$ cat src/rtl/imem_read_arbiter.sv
// Two-requester arbiter for the instruction memory read port.
// Optional round-robin tie break: define IMEM_ARB_RR_EN.
module imem_read_arbiter #(
  parameter int DEPTH    = 64,
  parameter int DATA_W   = 32,
  parameter int MAX_WAIT = 4
) (
  input  logic              clk,
  input  logic              reset,
  input  logic              f_req,
  input  logic [31:0]       f_addr,
  output logic              f_gnt,
  output logic              f_rvalid,
  output logic [DATA_W-1:0] f_rdata,
  output logic              f_err,
  input  logic              d_req,
  input  logic [31:0]       d_addr,
  output logic              d_gnt,
  output logic              d_rvalid,
  output logic [DATA_W-1:0] d_rdata,
  output logic              d_err,
  output logic [31:0]       mem_addr,
  input  logic [DATA_W-1:0] mem_rdata
);

  localparam int CW = $clog2(MAX_WAIT + 1);
  localparam logic [CW-1:0] WAIT_MAX = CW'(MAX_WAIT);
  localparam logic [29:0] DEPTH_W = 30'(DEPTH);

  typedef enum logic {
    LAST_F = 1'b0,
    LAST_D = 1'b1
  } last_e;

  last_e             r_last;
  last_e             w_last_nxt;
  logic [CW-1:0]     r_wait_cnt;
  logic [CW-1:0]     w_wait_nxt;
  logic              w_force_d;
  logic              w_tie_f;
  logic              w_f_gnt;
  logic              w_d_gnt;
  logic              w_any_gnt;
  logic [31:0]       w_gnt_addr;
  logic              w_legal;
  logic [DATA_W-1:0] w_rd_word;

  assign w_force_d = (r_wait_cnt == WAIT_MAX);

`ifdef IMEM_ARB_RR_EN
  assign w_tie_f = (r_last == LAST_D);
`else
  assign w_tie_f = 1'b1;
`endif

  // Grant decision; nothing is granted while reset is held
  always_comb begin
    w_f_gnt = 1'b0;
    w_d_gnt = 1'b0;
    if (!reset) begin
      unique case ({f_req, d_req})
        2'b10: w_f_gnt = 1'b1;
        2'b01: w_d_gnt = 1'b1;
        2'b11: begin
          if (!w_force_d && w_tie_f) begin
            w_f_gnt = 1'b1;
          end else begin
            w_d_gnt = 1'b1;
          end
        end
        default: ;
      endcase
    end
  end

  assign w_any_gnt  = w_f_gnt | w_d_gnt;
  assign w_gnt_addr = w_f_gnt ? f_addr : d_addr;
  assign w_legal    = (w_gnt_addr[1:0] == 2'b00)
                   && (w_gnt_addr[31:2] < DEPTH_W);
  assign w_rd_word  = w_legal ? mem_rdata : '0;

  assign f_gnt    = w_f_gnt;
  assign d_gnt    = w_d_gnt;
  assign mem_addr = (w_any_gnt && w_legal) ? w_gnt_addr : '0;

  // Count consecutive denied D cycles, saturating at the limit
  always_comb begin
    w_wait_nxt = r_wait_cnt;
    if (!d_req || w_d_gnt) begin
      w_wait_nxt = '0;
    end else if (r_wait_cnt != WAIT_MAX) begin
      w_wait_nxt = r_wait_cnt + CW'(1);
    end
  end

  // Next "last granted" side; held when idle
  always_comb begin
    w_last_nxt = r_last;
    unique case (1'b1)
      w_f_gnt: w_last_nxt = LAST_F;
      w_d_gnt: w_last_nxt = LAST_D;
      default: ;
    endcase
  end

  // Arbitration state registers
  always_ff @(posedge clk or posedge reset) begin
    if (reset) begin
      r_wait_cnt <= '0;
      r_last     <= LAST_D;
    end else begin
      r_wait_cnt <= w_wait_nxt;
      r_last     <= w_last_nxt;
    end
  end

  // Fetch-side response: one-cycle pulse, data held until next grant
  always_ff @(posedge clk or posedge reset) begin
    if (reset) begin
      f_rvalid <= 1'b0;
      f_rdata  <= '0;
      f_err    <= 1'b0;
    end else begin
      f_rvalid <= w_f_gnt;
      if (w_f_gnt) begin
        f_rdata <= w_rd_word;
        f_err   <= ~w_legal;
      end
    end
  end

  // Data-side response: one-cycle pulse, data held until next grant
  always_ff @(posedge clk or posedge reset) begin
    if (reset) begin
      d_rvalid <= 1'b0;
      d_rdata  <= '0;
      d_err    <= 1'b0;
    end else begin
      d_rvalid <= w_d_gnt;
      if (w_d_gnt) begin
        d_rdata <= w_rd_word;
        d_err   <= ~w_legal;
      end
    end
  end

endmodule

$ cat config.mk
export PLATFORM = sky130hd
export DESIGN_NAME = imem_read_arbiter
export DESIGN_NICKNAME = d
export VERILOG_FILES = /design/src/rtl/imem_read_arbiter.sv
export SDC_FILE = /design/constraint.sdc
export NUM_CORES = 1
export LEC_CHECK = 0
export CORE_MARGIN = 2
export CORE_UTILIZATION = 34
export CTS_BUF_LIST = sky130_fd_sc_hd__clkbuf_8
export CTS_CLUSTER_DIAMETER = 150
export CTS_CLUSTER_SIZE = 25
export DETAILED_ROUTE_END_ITERATION = 10
export GPL_ROUTABILITY_DRIVEN = 0
export PLACE_DENSITY_LB_ADDON = 0.08
export SETUP_SLACK_MARGIN = 0.05
export SKIP_CTS_REPAIR_TIMING = 1
export SYNTH_ARGS = -nofsm -noshare
export SYNTH_HDL_FRONTEND = slang
export SYNTH_SLANG_ARGS = --single-unit
export TNS_END_PERCENT = 5
$ cat constraint.sdc
create_clock -name clk -period 8.5 [get_ports clk]
set_clock_uncertainty 0.05 [all_clocks]
set_input_delay 2.55 -clock clk [delete_from_list [all_inputs] [get_ports clk]]
set_output_delay 2.55 -clock clk [all_outputs]
set_load 0.01 [all_outputs]
; After elaboration in Yosys (flattened, before gate mapping)
; Cells that the tools add are included.
[totals]
regBits = 71
latch_bits = 0
mem_bits_rw = 0
mem_bits_ro = 0
input_bits = 100
mem_count = 0
[op_classes]
add_sub_neg = 1
mul = 0
div_mod_pow = 0
magnitude_cmp = 1
n_eq_ne = 5
n_shift = 0
n_mux = 11
bitwise = 2
n_reduce_logical = 6
[ops]
columns = operator, count
row1 = 2-to-1 mux 32 bit, 3
row2 = "less-than comparator 30 x 7 -> 1 bit, second input constant", 1
row3 = 2-to-1 mux 3 bit, 2
row4 = "== test 2 bit, second input constant", 2
row5 = 2-to-1 mux 1 bit, 4
row6 = case mux 1 bit (2 select lines), 2
row7 = "adder 3 x 1 -> 3 bit, second input constant", 1
row8 = "== test 3 bit, second input constant", 1
row9 = "!= test 3 bit, second input constant", 1
row10 = "== test 2 x 1 -> 1 bit, second input constant", 1
row11 = logical AND 1 bit, 2
row12 = logical NOT 2 bit, 1
row13 = nonzero test 2 bit, 1
row14 = logical NOT 1 bit, 1
row15 = logical OR 1 bit, 1
row16 = NOT 1 bit, 1
row17 = bitwise OR 1 bit, 1

; Depth between registers and ports, before layout
[logic_depth]
word_depth = 9
ltp_mapped = 8
depth_no_buf = 7

; Worst setup path after synthesis
; OpenSTA, ideal clock, no wires.
[synth_path]
path_kind = input to output
start = input port f_addr[24]
end = output port mem_addr[2]
arrival_ns = 3.827
slack_ns = 2.073
stages = 3
path_buffers = 0
cell_sequence = or4_1 a221o_1 nor3_1
[synth_via]
elab_chain_cells = 5
[synth_rtl]
columns = element, line
row1 = from (decl), 11  ; input logic [31:0] f_addr,
row2 = 2-to-1 mux 32 bit, 77  ; assign w_gnt_addr = w_f_gnt ? f_addr : d_addr;
row3 = less-than comparator 30 x 7 -> 1 bit, 79  ; && (w_gnt_addr[31:2] < DEPTH_W);
row4 = logical AND 1 bit, 79
row5 = logical AND 1 bit, 84  ; assign mem_addr = (w_any_gnt && w_legal) ? w_gnt_addr : '0;
row6 = 2-to-1 mux 32 bit, 84
row7 = to (decl), 22  ; output logic [31:0] mem_addr,
; No other way between the ends.

; Final worst setup path
[layout_path]
start = input port d_req
end = output port mem_addr[2]
[layout_via]
elab_chain_cells = 8
[layout_rtl]
columns = element, line
row1 = from (decl), 16  ; input logic d_req,
row2 = == test 2 bit, 61  ; unique case ({f_req, d_req})
row3 = case mux 1 bit (2 select lines), 61
row4 = 2-to-1 mux 1 bit, 60  ; if (!reset) begin
row5 = 2-to-1 mux 32 bit, 77
row6 = less-than comparator 30 x 7 -> 1 bit / logical NOT 2 bit (equally long branches), "79, 78"
row7 = logical AND 1 bit, 79
row8 = logical AND 1 bit, 84
row9 = 2-to-1 mux 32 bit *, 84
; Every way passes the cells marked *; elsewhere a longest branch is shown, timed or not.

==> results_dict.tcl <==
set metrics [dict create \
    worstPathMaxFanout 41 \
    slew-limit-headroom_pct 39.4 \
    count_of_input_and_output_buffers 175 \
    crit_path_cell_trace "clkdlybuf4s50_1, nand3_2, nand2_4, inv_2, a221o_1, nor3_1, clkdlybuf4s50_1" \
    min_period_ns 7.71 \
    antenna_found_initial 0 \
    boundary_pins 202 \
    grt_pass1_vias 2624 \
    maximum_number_of_pins_on_one_net_before_global_route_repair 73 \
    status "finished, final reports clean" \
    diodes 0 \
    most-common-layout-cells "175 x sky130_fd_sc_hd__clkdlybuf4s50_1, 71 x sky130_fd_sc_hd__dfrtp_1, 53 x sky130_fd_sc_hd__a22o_2" \
    post-route-drc-count 0 \
    avgViaCountPerCell 4.85 \
    r2r-start "r_wait_cnt[0]" \
    final_critical_path_setup_slack_ns 0.795 \
    tightest_slew_ns 0.909 \
    dieArea_mm2 0.0101 \
    max_freq_mhz 130 \
    setup_tns_ns 0 \
    first_pass_iters 4 \
    numCtsBuffers 9 \
    synth.distinct_cells 34 \
    endpoint_kind "primary output" \
    clkLatencyLatePin_ns 0.34 \
    die_width_um 101 \
    route.antenna.remaining_nets 0 \
    total_gr_overflow 0 \
    cp_slowest_cell "sky130_fd_sc_hd__clkdlybuf4s50_1" \
    grt_setup_unrepaired "no" \
    regToRegSetupSlack_ns 6.03 \
    tritoncts "built" \
    dp_cells 520 \
    power.leakage_nw 2.25 \
    post-route-period-util_pct 90.7 \
    timing.setup.critical_path_class "in2out" \
    most_common_cell_after_layout_fill_and_taps_aside "sky130_fd_sc_hd__clkdlybuf4s50_1" \
    detailed_router_s_first_iteration_violation_count 35 \
    critical_path.top_delay_family "buffers and inverters" \
    syn_area_per_cell_um2 12.9 \
    worst_r2r_endpoint "d_rdata[10]" \
    vias 2599 \
    worst_hold_path.num_cells 2 \
    layout.filler_cells 805 \
    slew_violations 0 \
    hold_path_class "reg2reg" \
    hpwl_mm 6.20 \
    layout-area-overhead-vs-synth_pct 61.0 \
    critical_path_arrival_ns 5.11 \
    cts_max_path_buffers 2 \
    critical-path-top-cell-by-count "sky130_fd_sc_hd__clkdlybuf4s50_1" \
    setup_violations 0 \
    clock_tree.htree_level_count 3 \
    grt_first_pass_wirelength_mm 14.1 \
    grt_use_total_pct 18.0 \
    r2r_cells 8 \
    num_rows 35 \
    cts-root-buf "sky130_fd_sc_hd__clkbuf_8" \
    drt-total-wl_mm 8.95 \
    effective_utilization_at_floorplan_pct 34.6 \
    cp_buf_inv_count 3 \
    fp.dieH_um 101 \
    cap_viol_max_count 0 \
    pre_cts_slack_ns 0.786 \
    gate_count_post_synth 245 \
    cts_sinks 71 \
    yosysSeqAreaShare_pct 56.1 \
    yosys_register_bits 71 \
    hp-start "d_err" \
    critical_path_required_ns 5.90 \
    cts_clk_pin_slew_worst_paths_ns 0.07 \
    detail_route.wl_per_cell_um 16.7 \
    hold_path_end "d_err" \
    power.density_cell_area_mw_per_mm2 140 \
    stdcell_count 536 \
    synth_warnings 0 \
    setup.worst_path.start_class "input pin" \
    worst_ir_drop_vdd_mv 0.0862 \
    critical-path-max-stage-delay_ns 0.57 \
    synth.cell_area_mm2 0.00317 \
    final-hold-violation-count 0 \
    final_layout_size_suffix_gt1_share_pct 18.8 \
    core-area_mm2 0.00915 \
    design.final.nets 522 \
]
[worst max path at each step]
stage                          start     endpoint  slack (ns)  depth (start not counted)
after global routing           d_req  mem_addr[6]        0.62                          7
after global placement         d_req  mem_addr[5]        0.86                          7
after floorplan           f_addr[24]  mem_addr[2]        2.07                          3
after CTS                      d_req  mem_addr[7]        0.78                          7
final                          d_req  mem_addr[2]        0.79                          7
after detailed placement       d_req  mem_addr[7]        0.79                          7
[logic make-up after synthesis]
logic type / synth area share (%)
flip-flops: 56.1
buffers and inverters: 9.87
other: 0.118
AND/OR/NAND/NOR: 9.24
adder cells (fa/ha/maj): 0.789
multiplexers: 2.21
AO/OA/AOI/OAI: 21.7
[flip-flops by register name, summed over array words and instances (netlist names)]
name / count
f_err: 1
f_rdata: 32
f_rvalid: 1
d_rvalid: 1
d_err: 1
r_wait_cnt: 3
d_rdata: 32
[cell type report]
class                   count  area (um2)  area share (%)
clock inverters             7        88.8            1.74
multi-input cells         154        1170            23.0
repair buffers            179        1780            34.9
well taps                 111         139            2.72
clock buffers               9         124            2.43
inverters                   5        18.8           0.368
flip-flops and latches     71        1780            34.8
[worst min-delay path: stages, from the launching register on]
cell	delay [ns]
sky130_fd_sc_hd__dfrtp_1	0.34
sky130_fd_sc_hd__nor2_1	0.05
sky130_fd_sc_hd__nor2_1	0.07
[power breakdown]
part           switching, mW  internal (mW)
sequential           0.00127          0.339
combinational         0.0352         0.0478
clock                  0.125          0.163
[cells in the mapped netlist (all sizes together)]
library cell / instances / share of area [%]
o22ai: 1 / 0.20
a21boi: 1 / 0.24
and3: 1 / 0.20
ha: 2 / 0.79
inv: 5 / 0.59
nor3: 7 / 1.1
dfrtp: 71 / 56
nand2: 6 / 0.95
a21oi: 1 / 0.16
nand4: 3 / 0.59
conb: 1 / 0.12
o22a: 1 / 0.32
clkbuf: 7 / 0.83
or4: 1 / 0.24
mux2i: 7 / 2.2
nor4: 13 / 3.5
a22o: 64 / 20
nand3b: 1 / 0.24
a221o: 1 / 0.32
nand2b: 2 / 0.39
nand3: 1 / 0.32
and2: 2 / 0.39
buf: 33 / 8.4
nor2b: 2 / 0.47
o21ai: 3 / 0.47
nor2: 7 / 0.83
o211ai: 1 / 0.24
[routing by layer]
metal | vias up | track usage (%) | part of all wire, %
li1 | 1222 | - | -
met1 | 1273 | 24.7 | 46
met2 | 91 | 27.1 | 46
met3 | 13 | 5.62 | 5.6
met4 | 0 | 6.22 | 2.0
met5 | - | 0 | 0
[per-stage QoR]
step	util, %	instance area [um2]	hold WS [ns]	total power, mW
finish	55.7	5100	0.449	0.712
global route	55.7	5100	0.472	0.744
CTS	55.7	5100	0.451	0.723
detailed placement	53.4	4890	0.433	0.431
global placement	53.4	4890	0.434	0.430
floorplan	-	3260	0.484	0.382
(Power assumes the default switching activity.)
